**src/rtl/add_seq_pkg.sv**
```systemverilog
// Shared types and constants for the adder sequencing stage and its result buffer.
package add_seq_pkg;
  localparam int DATA_W    = 4;
  localparam int RES_W     = 5;
  localparam int BUF_DEPTH = 2;
  localparam int PTR_W     = $clog2(BUF_DEPTH);
  localparam int OCC_W     = $clog2(BUF_DEPTH + 1);

  typedef enum logic {
    ST_IDLE,
    ST_DRIVE
  } state_t;
endpackage

```
**src/rtl/add_result_fifo.sv**
```systemverilog
// Small synchronous FIFO holding captured adder results until downstream takes them.
module add_result_fifo
  import add_seq_pkg::*;
(
  input  logic             i_clk,
  input  logic             i_rst,
  input  logic             i_push,
  input  logic [RES_W-1:0] i_data,
  input  logic             i_pop,
  output logic [RES_W-1:0] o_data,
  output logic             o_full,
  output logic             o_empty,
  output logic [OCC_W-1:0] o_count
);
  logic [RES_W-1:0] mem [BUF_DEPTH];
  logic [PTR_W-1:0] wr_ptr;
  logic [PTR_W-1:0] rd_ptr;
  logic [OCC_W-1:0] count;
  logic             push_ok;
  logic             pop_ok;

  assign o_full  = (count == OCC_W'(BUF_DEPTH));
  assign o_empty = (count == '0);
  assign o_count = count;
  assign o_data  = mem[rd_ptr];
  assign push_ok = i_push && !o_full;
  assign pop_ok  = i_pop && !o_empty;

  always_ff @(posedge i_clk or posedge i_rst) begin
    if (i_rst) begin
      for (int i = 0; i < BUF_DEPTH; i++) mem[i] <= '0;
      wr_ptr <= '0;
      rd_ptr <= '0;
      count  <= '0;
    end else begin
      if (push_ok) begin
        mem[wr_ptr] <= i_data;
        wr_ptr      <= wr_ptr + PTR_W'(1);
      end
      if (pop_ok) rd_ptr <= rd_ptr + PTR_W'(1);
      count <= count + OCC_W'(push_ok) - OCC_W'(pop_ok);
    end
  end
endmodule

```
**src/rtl/add_seq_ctrl.sv**
```systemverilog
// Registers operand pairs onto an external ripple adder, waits for it to settle,
// buffers the result and counts carry-out events.
module add_seq_ctrl
  import add_seq_pkg::*;
#(
  parameter int SETTLE_CYCLES = 1,
  parameter int CNT_W         = 8
) (
  input  logic              i_clk,
  input  logic              i_rst,
  input  logic              i_valid,
  input  logic [DATA_W-1:0] i_term1,
  input  logic [DATA_W-1:0] i_term2,
  output logic              o_ready,
  output logic [DATA_W-1:0] o_add_term1,
  output logic [DATA_W-1:0] o_add_term2,
  input  logic [RES_W-1:0]  i_add_result,
  output logic              o_valid,
  output logic [RES_W-1:0]  o_result,
  input  logic              i_ready,
  output logic [CNT_W-1:0]  o_ovf_cnt
);
  localparam logic [3:0] SETTLE_LAST = 4'(SETTLE_CYCLES - 1);

  state_t           state;
  state_t           state_nxt;
  logic [3:0]       settle_cnt;
  logic             accept;
  logic             push;
  logic             pop;
  logic             fifo_full;
  logic             fifo_empty;
  logic [OCC_W-1:0] fifo_count;

  function automatic logic [CNT_W-1:0] sat_inc(input logic [CNT_W-1:0] v);
    return (&v) ? v : v + CNT_W'(1);
  endfunction

  always_comb begin
    state_nxt = state;
    o_ready   = 1'b0;
    push      = 1'b0;
    case (state)
      ST_IDLE: begin
        // A free entry must exist before accepting so the later push cannot overflow.
        o_ready = (fifo_count < OCC_W'(BUF_DEPTH));
        if (i_valid && o_ready) state_nxt = ST_DRIVE;
      end
      ST_DRIVE: begin
        if (settle_cnt == SETTLE_LAST) begin
          push      = 1'b1;
          state_nxt = ST_IDLE;
        end
      end
      default: state_nxt = ST_IDLE;
    endcase
  end

  assign accept  = i_valid && o_ready;
  assign o_valid = !fifo_empty;
  assign pop     = o_valid && i_ready;

  always_ff @(posedge i_clk or posedge i_rst) begin
    if (i_rst) state <= ST_IDLE;
    else       state <= state_nxt;
  end

  always_ff @(posedge i_clk or posedge i_rst) begin
    if (i_rst) begin
      o_add_term1 <= '0;
      o_add_term2 <= '0;
      settle_cnt  <= '0;
    end else if (accept) begin
      o_add_term1 <= i_term1;
      o_add_term2 <= i_term2;
      settle_cnt  <= '0;
    end else if (state == ST_DRIVE) begin
      settle_cnt <= settle_cnt + 4'd1;
    end
  end

  always_ff @(posedge i_clk or posedge i_rst) begin
    if (i_rst)                        o_ovf_cnt <= '0;
    else if (push && i_add_result[4]) o_ovf_cnt <= sat_inc(o_ovf_cnt);
  end

  always @(posedge i_clk) begin
    if (!i_rst) assert (!(push && fifo_full));
  end

  add_result_fifo u_fifo (
    .i_clk   (i_clk),
    .i_rst   (i_rst),
    .i_push  (push),
    .i_data  (i_add_result),
    .i_pop   (pop),
    .o_data  (o_result),
    .o_full  (fifo_full),
    .o_empty (fifo_empty),
    .o_count (fifo_count)
  );
endmodule
```
**config.mk**
```make
export PLATFORM = sky130hd
export DESIGN_NAME = add_seq_ctrl
export DESIGN_NICKNAME = d
export VERILOG_FILES = /design/src/rtl/add_seq_pkg.sv /design/src/rtl/add_result_fifo.sv /design/src/rtl/add_seq_ctrl.sv
export SDC_FILE = /design/constraint.sdc
export NUM_CORES = 1
export LEC_CHECK = 0
export CORE_AREA = 2 2 61 63
export DETAILED_ROUTE_END_ITERATION = 10
export DIE_AREA = 0 0 63 65
export PLACE_DENSITY = 0.83
export SLEW_MARGIN = 0
export SYNTH_ARGS = -nofsm -noshare
export SYNTH_HDL_FRONTEND = slang
export SYNTH_SLANG_ARGS = --single-unit
```
**constraint.sdc**
```tcl
create_clock -name i_clk -period 2.1 [get_ports i_clk]
set_input_delay 0.63 -clock i_clk [delete_from_list [all_inputs] [get_ports i_clk]]
set_output_delay 0.63 -clock i_clk [all_outputs]
set_load 0.005 [all_outputs]
```
# After elaboration in Yosys (flattened, before gate mapping)
# Index checks and enable logic that the tools add are counted.
dict set report word_totals {
  reg_bits 35
  in_bits 17
  out_inout_bits 23
}
dict set report classes {
  add_sub_neg 6
  magnitude_cmp 4
  n_eq_ne 1
  muxes 14
  bitwise 4
  reduce_logical 14
}
# op n
set op_table {}
lappend op_table {{5-bit 2-to-1 mux} 4}
lappend op_table {{10-bit bitwise mux} 1}
lappend op_table {{8-bit by 1-bit adder with 8-bit output (second input constant)} 1}
lappend op_table {{4-bit 2-to-1 mux} 2}
lappend op_table {{8-bit AND reduction} 1}
lappend op_table {{1-bit logical AND} 7}
lappend op_table {{5-bit demux with 1-bit select} 1}
lappend op_table {{1-bit 2-to-1 mux} 5}
lappend op_table {{4-bit by 1-bit adder with 4-bit output (second input constant)} 1}
lappend op_table {{2-bit greater-or-equal comparator (second input constant)} 2}
lappend op_table {{4-bit zero test} 1}
lappend op_table {{1-bit inverter with 2-bit output} 2}
lappend op_table {{1-bit adder (second input constant)} 2}
lappend op_table {{2-bit by 1-bit adder with 2-bit output} 1}
lappend op_table {{2-bit == test (second input constant)} 1}
lappend op_table {{1-bit zero test} 2}
lappend op_table {{2-bit zero test} 1}
lappend op_table {{2-bit by 1-bit < comparator with 1-bit output (second input constant)} 1}
lappend op_table {{2-bit < comparator (second input constant)} 1}
lappend op_table {{1-bit inverter} 2}
lappend op_table {{1-bit one-hot mux with 2 select lines} 1}
lappend op_table {{2-bit AND reduction} 1}
lappend op_table {{2-bit nonzero test} 1}
lappend op_table {{2-bit by 1-bit subtractor with 2-bit output} 1}

# Logic depth before layout (Yosys ltp)
# Gate-level depths: netlist of the first run.
dict set report depth {
  ltp_word 6
  ltp_mapped 6
  depth_no_buf 6
}

# Cells and area by module
# A second synthesis of the first run with hierarchy kept.
dict set report hier_totals {
  cells_unflattened 150
  area_unflattened_um2 1665.3
}
# module n_inst cells_each area_per_inst_um2 seq_area_each_um2
set by_module_without_submodules {}
lappend by_module_without_submodules {add_seq_ctrl 1 104 999.7 525.5}
lappend by_module_without_submodules {add_result_fifo 1 46 665.6 350.3}

# Least setup slack after synthesis of the first run
# No wires, ideal clock.
dict set report synth_timing {
  kind {register to register}
  start {register settle_cnt[0]}
  end {register u_fifo.mem[5] (netlist bit)}
  setup_ps 125
  t_arrival_ps 1455
  t_required_ps 1975
  path_slack_ps 520
  path_stages_with_launch 7
  n_path_buf 0
  cell_sequence {dfrtp_1 -> inv_1 -> ha_1 -> and4bb_4 -> o21ai_2 -> nor2_4 -> mux2_2}
}
dict set report synth_via {
  elab_chain_cells 4
}
# element line
set synth_lines {}
lappend synth_lines {{from (decl)} add_seq_ctrl.sv:27} ;# logic [3:0] settle_cnt;
lappend synth_lines {{from (signal assigned)} add_seq_ctrl.sv:78} ;# settle_cnt <= settle_cnt + 4'd1;
lappend synth_lines {{4-bit zero test} add_seq_ctrl.sv:50} ;# if (settle_cnt == SETTLE_LAST) begin
lappend synth_lines {{1-bit 2-to-1 mux} add_seq_ctrl.sv:50}
lappend synth_lines {{1-bit 2-to-1 mux} add_seq_ctrl.sv:43} ;# case (state)
lappend synth_lines {{1-bit logical AND} add_result_fifo.sv:26} ;# assign push_ok = i_push && !o_full;
lappend synth_lines {{to (signal, indexed assignment)} add_result_fifo.sv:37} ;# mem[wr_ptr] <= i_data;
lappend synth_lines {{to (decl)} add_result_fifo.sv:15} ;# logic [RES_W-1:0] mem [BUF_DEPTH];
# Every way passes these cells.
# A chain may end at the register's enable or synchronous reset.

# Worst setup path in the final report of the first run
dict set report layout_timing {
  start {register u_fifo.count[1] (netlist: u_fifo.o_count[1])}
  end {output port o_valid}
}
dict set report layout_via {
  elab_chain_cells 2
}
# element line
set layout_lines {}
lappend layout_lines {{from (decl)} add_result_fifo.sv:18} ;# logic [OCC_W-1:0] count;
lappend layout_lines {{from (signal assigned)} add_result_fifo.sv:41} ;# count <= count + OCC_W'(push_ok) - OCC_W'(pop_ok);
lappend layout_lines {{2-bit zero test} add_result_fifo.sv:23} ;# assign o_empty = (count == '0);
lappend layout_lines {{1-bit zero test} add_seq_ctrl.sv:60} ;# assign o_valid = !fifo_empty;
lappend layout_lines {{to (decl)} add_seq_ctrl.sv:18} ;# output logic o_valid,
# Every way passes these cells.

==> flow_summary_export.csv, run 1 <==
group,metric,value,unit
clock_tree,cts_buffers,5,
setup_path,arrival,1.41,ns
floorplanning,dieArea,4100,sq um
final_layout,syn2layout_area_growth,34.9,%
final_layout,layout.nets,196,
job,maxCapViolCount,0,
final_layout,fin_cells,224,
timing,fin_crit,2.04,ns
final_layout,layout_commonest_cell,"clkdlybuf4s50_1",
setup_path,cp-start-kind,"flip-flop",
timing,finalClockSkew,0.00384,ns
clock_tree,cts_hold_buf,0,
outcome,outcome,"complete, no violations",
floorplanning,io_pins,40,
routing,drcViolationCount,0,
clock_tree,ctsHtreeMaxLevel,2,
timing,max_freq,489,MHz
yosys,netlist_area,1610,sq um
yosys,synth_cell_types,28,
floorplanning,core_area,3500,sq um
yosys,avgSynthCellArea,13.0,sq um
clock_tree,cts_root_buffer,"clkbuf_4",
place,dp_cells,209,
timing,finalCritPeriodShare,97.4,%
routing,drtIter0Drc,39,
routing,dr.pass1.iters,4,
setup_path,worst-setup-path-type,"flip-flop to output pin",
setup_path,cp_max_fo,3,
final_layout,num-fill-cells,284,
yosys,ys_seq_area_share,54.4,%
power,power_density,1350,nW/um^2
clock_tree,tritoncts,"yes",
global_routing,grt_overflow,0,
place,dp_hpwl,2270,um
routing,detail-route-antenna-nets,0,
power,vdd_ir_drop_max,0.704,mV
timing,grt_setup_unrepaired,"yes",
timing,final_max_slew_viol_count,0,
clock_tree,cts.sinks,35,
setup_path,r2r_slack,0.38,ns
timing,tightest_slew,0.438,ns
global_routing,grt_pass1_vias,1189,
global_routing,gr-usage-all-layers,17.0,%
timing,finalHoldViolations,0,
place,gp_congestion,0.789,
final_layout,antennaDiodeCount,0,
routing,drt-total-wl,3200,um
yosys,ys_seq_elements,35,
clock_tree,cts_buffer_depth,2,
timing,setup_viol_count_final,0,
routing,wire_per_inst,14.3,um
floorplanning,die_y,65,um
final_layout,drive_above_1_share,29.5,%
yosys,yosys_warnings,0,
place,placed_area,2050,sq um
setup_path,end_kind,"output pin",
floorplanning,floorplan.initialDensity,46.1,%
setup_path,cp.required,1.47,ns
routing,vias,1085,
clock_tree,insertion_delay,0.33,ns
floorplanning,rows,22,
timing,max_slew_margin,70.8,%
place,portBuffers,39,
final_layout,layout_common_cells,"clkdlybuf4s50_1, dfrtp_1, mux2_2, nor2_1",
setup_path,reg2reg_depth,6,
clock_tree,clk_transition_reported_paths,0.11,ns
final_layout,final_area,2170,sq um
yosys,syn_inst,124,
power,p_leak,0.000953,uW
routing,viasPerCell,4.84,
global_routing,grt_start_max_net_pins,36,
floorplanning,die_w,63,um
global_routing,grt_pass1_wl,5300,um
yosys,synth_fp_nets,145,
global_routing,antenna_found_initial,0,
hold_path,hp-class,"flip-flop to flip-flop",
hold_path,holdPathStages,1,
## state kept, by name, indices dropped and copies added, names as in the netlist
signal / cells
u_fifo.o_count: 2
state: 1
o_add_term2: 4
o_ovf_cnt: 8
settle_cnt: 4
o_add_term1: 4
u_fifo.rd_ptr: 1
u_fifo.mem: 10
u_fifo.wr_ptr: 1
## worst max-delay path, cell delays in order (launching register included)
cell             delay (ns)
dfrtp_1                0.40
inv_1                  0.10
nand2_1                0.10
clkdlybuf4s50_1        0.50
## final cells by class
class,instances,area (sq um),share of cell area [%]
clock buffer,7,65.1,3.00
multi-input combinational,80,689,31.7
clock inverter,1,7.51,0.346
inverter,6,22.5,1.04
tap,48,60.1,2.76
timing repair buffer,47,449,20.7
sequential,35,878,40.4
## power by group
group	switching, uW	internal [uW]	total, uW	leakage (uW)
Sequential	220	972	1190	0.000428
Clock	226	196	422	0.0000375
Combinational	484	829	1310	0.000488
## per-layer routing
layer  vias to the layer above  track usage, %  share of wire, %
met5                         -               0                 0
met4                         0            8.33                 0
met3                         0            5.73               2.8
met2                        20            30.6                57
met1                       540            17.8                40
li1                        525               -                 -
## per-stage QoR
step                      hold slack (ns)  util [%]  TNS [ns]  power [uW]  worst slack [ns]
after floorplan                     0.473         -         0        1880             0.520
after detailed placement            0.490      58.5         0        2440             0.162
after global placement              0.481      58.5         0        2350             0.197
final                               0.519      62.1         0        2930            0.0555
after CTS                           0.522      61.2         0        2880           0.00772
after global routing                0.539      62.1   -0.0357        3120           -0.0208
## final timing paths
check                                             from                   endpoint
max                        u_fifo.o_count[1]$_DFF_PP0_                    o_valid
min                          u_fifo.mem[1]$_DFFE_PP0P_  u_fifo.mem[1]$_DFFE_PP0P_
max reg2reg                  settle_cnt[0]$_DFFE_PP0P_  u_fifo.mem[7]$_DFFE_PP0P_
min reg2reg                  u_fifo.mem[1]$_DFFE_PP0P_  u_fifo.mem[1]$_DFFE_PP0P_
max in group asynchronous                        i_rst  u_fifo.rd_ptr$_DFFE_PP0P_
min in group asynchronous                        i_rst  settle_cnt[2]$_DFFE_PP0P_
## cells by family (layout without fill, tap and decap cells)
family	count (synthesis)	count (layout)	synth area share, %
mux	27	27	19.1
simple gates	31	31	10.4
buf+inv	9	61	2.80
flops	35	35	54.4
fa+ha+maj	4	4	3.11
compound gates	7	7	4.20
xor+xnor	11	11	5.98
## Yosys cell counts
master / number / area, sq um
nand3_1: 4 / 20.0
and2_1: 2 / 12.5
o211ai_2: 1 / 12.5
inv_1: 6 / 22.5
nor2_1: 10 / 37.5
ha_1: 4 / 50.1
o21ai_2: 1 / 8.76
nand3b_1: 1 / 7.51
o31ai_1: 1 / 7.51
xor2_1: 7 / 61.3
nand2b_1: 1 / 6.26
mux2_2: 25 / 282
mux2_4: 1 / 15.0
nor2_4: 1 / 11.3
o211ai_4: 1 / 21.3
xnor2_1: 4 / 35.0
nand4_1: 2 / 12.5
nor3_2: 1 / 10.0
and2_2: 1 / 7.51
dfrtp_1: 35 / 876
buf_4: 1 / 7.51
nand2_1: 7 / 26.3
mux2_1: 1 / 11.3
buf_6: 1 / 11.3
a21o_1: 1 / 7.51
o21ai_0: 2 / 10.0
clkbuf_1: 1 / 3.75
and4bb_4: 1 / 16.3
## repair_timing
item,in CTS,in global routing
gates resized for setup,8,4
setup endpoints to repair,6,4
setup buffers,3,4
Note: power is estimated with default switching activity, not from simulation.
==> run 2: changes to the inputs <==
- clock period: 2.1 -> 2.2 ns (I/O delays scaled with it)
==> flow_summary_export.csv, run 2 (synthesized netlist as in run 1, its figures left out) <==
group,metric,value,unit
global_routing,antenna_found_initial,0,
routing,detail-route-antenna-nets,0,
final_layout,largest_reg_flops,10,
final_layout,final_area,2140,sq um
routing,drcViolationCount,0,
power,power_density,1270,nW/um^2
timing,grt_setup_unrepaired,"no",
global_routing,grt_pass1_vias,1166,
routing,drt-total-wl,3100,um
timing,finalCritPeriodShare,96.7,%
final_layout,fin_util,61.2,%
hold_path,hp-class,"flip-flop to flip-flop",
timing,fin_crit,2.13,ns
floorplanning,die_y,65,um
timing,tightest_slew,0.437,ns
floorplanning,dieArea,4100,sq um
floorplanning,rows,22,
final_layout,layout.nets,192,
setup_path,arrival,1.47,ns
outcome,outcome,"complete, no violations",
setup_path,cpPeakStageDelay,0.43,ns
setup_path,cp_top_family,"flip-flops",
clock_tree,cts_buffer_depth,2,
power,p_leak,0.000934,uW
setup_path,cp_max_fo,5,
clock_tree,tritoncts,"yes",
timing,max_slew_margin,70.9,%
timing,finalHoldViolations,0,
timing,finalClockSkew,0.00503,ns
setup_path,slowest_stage,"dfrtp_2",
setup_path,path_cells,"buf_4 > mux2_2 > dlygate4sd2_1",
final_layout,num-fill-cells,286,
place,dp_hpwl,2270,um
final_layout,layout_common_cells,"clkdlybuf4s50_1, dfrtp_1, mux2_2, nor2_1",
setup_path,cp-start-kind,"flip-flop",
clock_tree,cts_hold_buf,0,
final_layout,top_register,"u_fifo.mem",
clock_tree,cts.sinks,35,
job,maxCapViolCount,0,
final_layout,syn2layout_area_growth,32.9,%
floorplanning,io_pins,40,
clock_tree,clk_transition_reported_paths,0.11,ns
routing,wire_per_inst,14.1,um
timing,max_freq,470,MHz
timing,setup_viol_count_final,0,
place,portBuffers,39,
final_layout,antennaDiodeCount,0,
routing,drtIter0Drc,33,
timing,final_max_slew_viol_count,0,
floorplanning,core_area,3500,sq um
timing,fin_tns_setup,0,ns
routing,dr.pass1.iters,4,
final_layout,reg_top3,"u_fifo.mem: 10 flops, o_ovf_cnt: 8 flops",
routing,viasPerCell,4.85,
floorplanning,die_w,63,um
setup_path,worst-path-buf-inv,2,
routing,vias,1068,
setup_path,worst-setup-path-type,"flip-flop to output pin",
global_routing,grt_overflow,0,
setup_path,cp.required,1.54,ns
clock_tree,ctsHtreeMaxLevel,2,
clock_tree,cts_buffers,5,
power,total_power,2720,uW
clock_tree,cts_root_buffer,"clkbuf_4",
power,vdd_ir_drop_max,0.683,mV
floorplanning,floorplan.initialDensity,46.1,%
final_layout,drive_above_1_share,27.9,%
setup_path,end_kind,"output pin",
global_routing,grt_start_max_net_pins,36,
global_routing,grt_pass1_wl,5200,um
global_routing,gr-usage-all-layers,16.8,%
clock_tree,insertion_delay,0.33,ns
final_layout,layout_commonest_cell,"clkdlybuf4s50_1",
place,gp_congestion,0.789,
place,placed_area,2050,sq um
run 2: area by class of cell:
type	count	area, sq um	area share (%)
flip-flops and latches	35	878	41.1
multi-input cells	80	692	32.3
repair buffers	43	414	19.4
clock buffers	7	65.1	3.04
well taps	48	60.1	2.81
inverters	6	22.5	1.05
clock inverters	1	7.51	0.351
run 2: power by group:
part | internal (uW) | switching, uW | total, uW
Clock | 187 | 216 | 403
Sequential | 927 | 214 | 1140
Combinational | 738 | 434 | 1170
Total | 1850 | 864 | 2720
run 2: layer usage:
layer	vias to the layer above	share of wire (%)	track usage [%]
met4	0	0	7.78
met3	0	3.0	5.56
met2	20	57	30.5
li1	517	-	-
met5	-	0	0
met1	531	40	17.5
run 2: repair_timing:
action                     CTS  global route
setup buffers                2             1
gates resized for setup      6             2
hold endpoints to repair     0             0
setup endpoints to repair    5             1
run 2: path summary, 6_finish.rpt:
check,start,endpoint,slack [ns],cells past startpoint
max in group asynchronous,i_rst,u_fifo.rd_ptr$_DFFE_PP0P_,1.16,3
min,u_fifo.mem[1]$_DFFE_PP0P_,u_fifo.mem[1]$_DFFE_PP0P_,0.52,1
min reg2reg,u_fifo.mem[1]$_DFFE_PP0P_,u_fifo.mem[1]$_DFFE_PP0P_,0.52,1
min in group asynchronous,i_rst,settle_cnt[2]$_DFFE_PP0P_,0.71,3
max,u_fifo.rd_ptr$_DFFE_PP0P_,o_result[3],0.07,3
max reg2reg,settle_cnt[0]$_DFFE_PP0P_,u_fifo.mem[7]$_DFFE_PP0P_,0.48,6
run 2: stage by stage:
step | hold WS (ns) | worst slack, ns | cells
after detailed placement | 0.490 | 0.232 | 209
after floorplan | 0.473 | 0.620 | 124
after global routing | 0.539 | 0.00398 | 220
after CTS | 0.522 | 0.0180 | 219
after global placement | 0.481 | 0.267 | 209
final | 0.519 | 0.0735 | 220
==> run 3: changes to the inputs <==
- CELL_PAD_IN_SITES_DETAIL_PLACEMENT: unset -> 1
- CELL_PAD_IN_SITES_GLOBAL_PLACEMENT: unset -> 1
- CORE_AREA: 2 2 61 63 -> 2 2 69 71
- DIE_AREA: 0 0 63 65 -> 0 0 71 73
- PLACE_DENSITY: 0.83 -> 0.86
==> flow_summary_export.csv, run 3 (synthesized netlist as in run 1, its figures left out) <==
group,metric,value,unit
clock_tree,cts_buffer_depth,2,
setup_path,cp.required,1.54,ns
setup_path,cp_max_fo,5,
setup_path,endpoint,"o_result[3]",
setup_path,rr_endpoint,"u_fifo.mem[9]$_DFFE_PP0P_",
timing,fin_crit,2.14,ns
floorplanning,die_w,71,um
clock_tree,clk_transition_reported_paths,0.07,ns
timing,grt_setup_unrepaired,"no",
floorplanning,dieArea,5180,sq um
timing,tightest_slew,0.444,ns
final_layout,multi_input_area,689,sq um
final_layout,layout_commonest_cell,"clkdlybuf4s50_1",
final_layout,antennaDiodeCount,0,
floorplanning,io_pins,40,
timing,hold_ws,0.498,ns
global_routing,gr-usage-all-layers,15.1,%
final_layout,num-fill-cells,474,
final_layout,largest_reg_flops,10,
timing,setup_viol_count_final,0,
place,dp_cells,215,
global_routing,grt_start_max_net_pins,36,
setup_path,r2r_slack,0.46,ns
timing,final_max_slew_viol_count,0,
final_layout,drive_above_1_share,26.5,%
power,p_leak,0.000953,uW
routing,dr.pass1.iters,4,
global_routing,grt_overflow,0,
timing,finalHoldViolations,0,
timing,finalCritPeriodShare,97.1,%
routing,wire_per_inst,14.9,um
power,vdd_ir_drop_max,0.525,mV
setup_path,critPathLaunch,"u_fifo.rd_ptr$_DFFE_PP0P_",
final_layout,seq_area,878,sq um
final_layout,layout.nets,191,
floorplanning,core_area,4540,sq um
timing,finalClockSkew,0.00352,ns
clock_tree,ctsHtreeMaxLevel,2,
setup_path,arrival,1.48,ns
final_layout,reg_top3,"u_fifo.mem: 10 flops, o_ovf_cnt: 8 flops",
setup_path,worst-setup-path-type,"flip-flop to output pin",
setup_path,cp-start-kind,"flip-flop",
final_layout,top_register,"u_fifo.mem",
outcome,outcome,"complete, no violations",
clock_tree,cts_buffers,5,
routing,drcViolationCount,0,
routing,drtIter0Drc,16,
place,dp_hpwl,2450,um
final_layout,syn2layout_area_growth,34.3,%
floorplanning,die_y,73,um
clock_tree,tritoncts,"yes",
final_layout,fin_cells,224,
setup_path,end_kind,"output pin",
routing,detail-route-antenna-nets,0,
clock_tree,insertion_delay,0.28,ns
place,gp_congestion,0.756,
hold_path,hp-class,"flip-flop to flip-flop",
timing,max_freq,468,MHz
power,total_power,2770,uW
timing,max_slew_margin,70.4,%
clock_tree,cts_root_buffer,"clkbuf_8",
setup_path,reg2reg_depth,6,
routing,drt-total-wl,3340,um
clock_tree,cts.sinks,35,
place,portBuffers,39,
timing,fin_tns_setup,0,ns
floorplanning,floorplan.initialDensity,35.5,%
routing,viasPerCell,4.90,
floorplanning,rows,25,
global_routing,grt_pass1_vias,1242,
global_routing,grt_pass1_wl,5910,um
routing,vias,1097,
setup_path,reg2reg_from,"settle_cnt[0]$_DFFE_PP0P_",
final_layout,layout_common_cells,"clkdlybuf4s50_1, dfrtp_1, mux2_2, nor2_1",
power,power_density,1280,nW/um^2
global_routing,antenna_found_initial,0,
job,maxCapViolCount,0,
[run 3: cell count changes in the layout (fill, tap and decap cells not counted), sizes merged]
cell	before	now
clkinvlp	1	0
clkinv	0	1
clkbuf	7	6
clkdlybuf4s50	34	36
dlymetal6s2s	0	2
dlygate4sd2	5	1
buf	4	3
[run 3: area by class of cell]
| class | instances | area share [%] |
|---|---|---|
| clock buffer | 6 | 3.82 |
| clock inverter | 1 | 0.231 |
| inverter | 6 | 1.04 |
| multi-input combinational | 80 | 31.9 |
| sequential | 35 | 40.6 |
| tap | 54 | 3.13 |
| timing repair buffer | 42 | 19.3 |
[run 3: worst min path at each step]
stage	start	end	slack, ns	cells past startpoint
6_report	o_ovf_cnt[5]$_DFFE_PP0P_	o_ovf_cnt[5]$_DFFE_PP0P_	0.50	1
4_1_cts	u_fifo.mem[1]$_DFFE_PP0P_	u_fifo.mem[1]$_DFFE_PP0P_	0.51	1
3_3_place_gp	u_fifo.mem[1]$_DFFE_PP0P_	u_fifo.mem[1]$_DFFE_PP0P_	0.48	1
3_5_place_dp	u_fifo.mem[1]$_DFFE_PP0P_	u_fifo.mem[1]$_DFFE_PP0P_	0.49	1
5_1_grt	u_fifo.mem[1]$_DFFE_PP0P_	u_fifo.mem[1]$_DFFE_PP0P_	0.53	1
2_1_floorplan	settle_cnt[3]$_DFFE_PP0P_	settle_cnt[3]$_DFFE_PP0P_	0.47	1
[run 3: report_power, final]
| group | switching (uW) | total (uW) | leakage, uW | internal, uW |
|---|---|---|---|---|
| Clock | 218 | 463 | 0.0000470 | 245 |
| Combinational | 403 | 1150 | 0.000478 | 751 |
| Sequential | 225 | 1160 | 0.000428 | 931 |
| Total | 846 | 2770 | 0.000953 | 1930 |
[run 3: worst max-delay path: stages (launching register included)]
cell,delay (ns)
dfrtp_2,0.41
mux2_2,0.34
clkdlybuf4s50_1,0.44
[run 3: what timing repair did]
action / CTS / global route
hold buffers: 0 / 0
cloned: 0 / 0
buffers inserted: 1 / 1
gates resized for setup: 2 / 3
setup endpoints to repair: 5 / 5
[run 3: stage by stage]
step / utilization (%) / setup WS [ns] / instance area [sq um]
3_3_place_gp: 45.3 / 0.267 / 2050
5_1_grt: 47.7 / 0.00766 / 2160
2_1_floorplan: - / 0.620 / 1610
3_5_place_dp: 45.3 / 0.244 / 2050
4_1_cts: 47.4 / 0.0301 / 2150
6_report: 47.7 / 0.0629 / 2160
[run 3: metal layers]
metal | part of all wire (%) | GRT usage, % | routed length (um)
met2 | 52 | 26.2 | 1730
met4 | 1.8 | 7.55 | 59
met3 | 5.1 | 4.83 | 169
met1 | 41 | 16.7 | 1380
met5 | 0 | 0 | 0
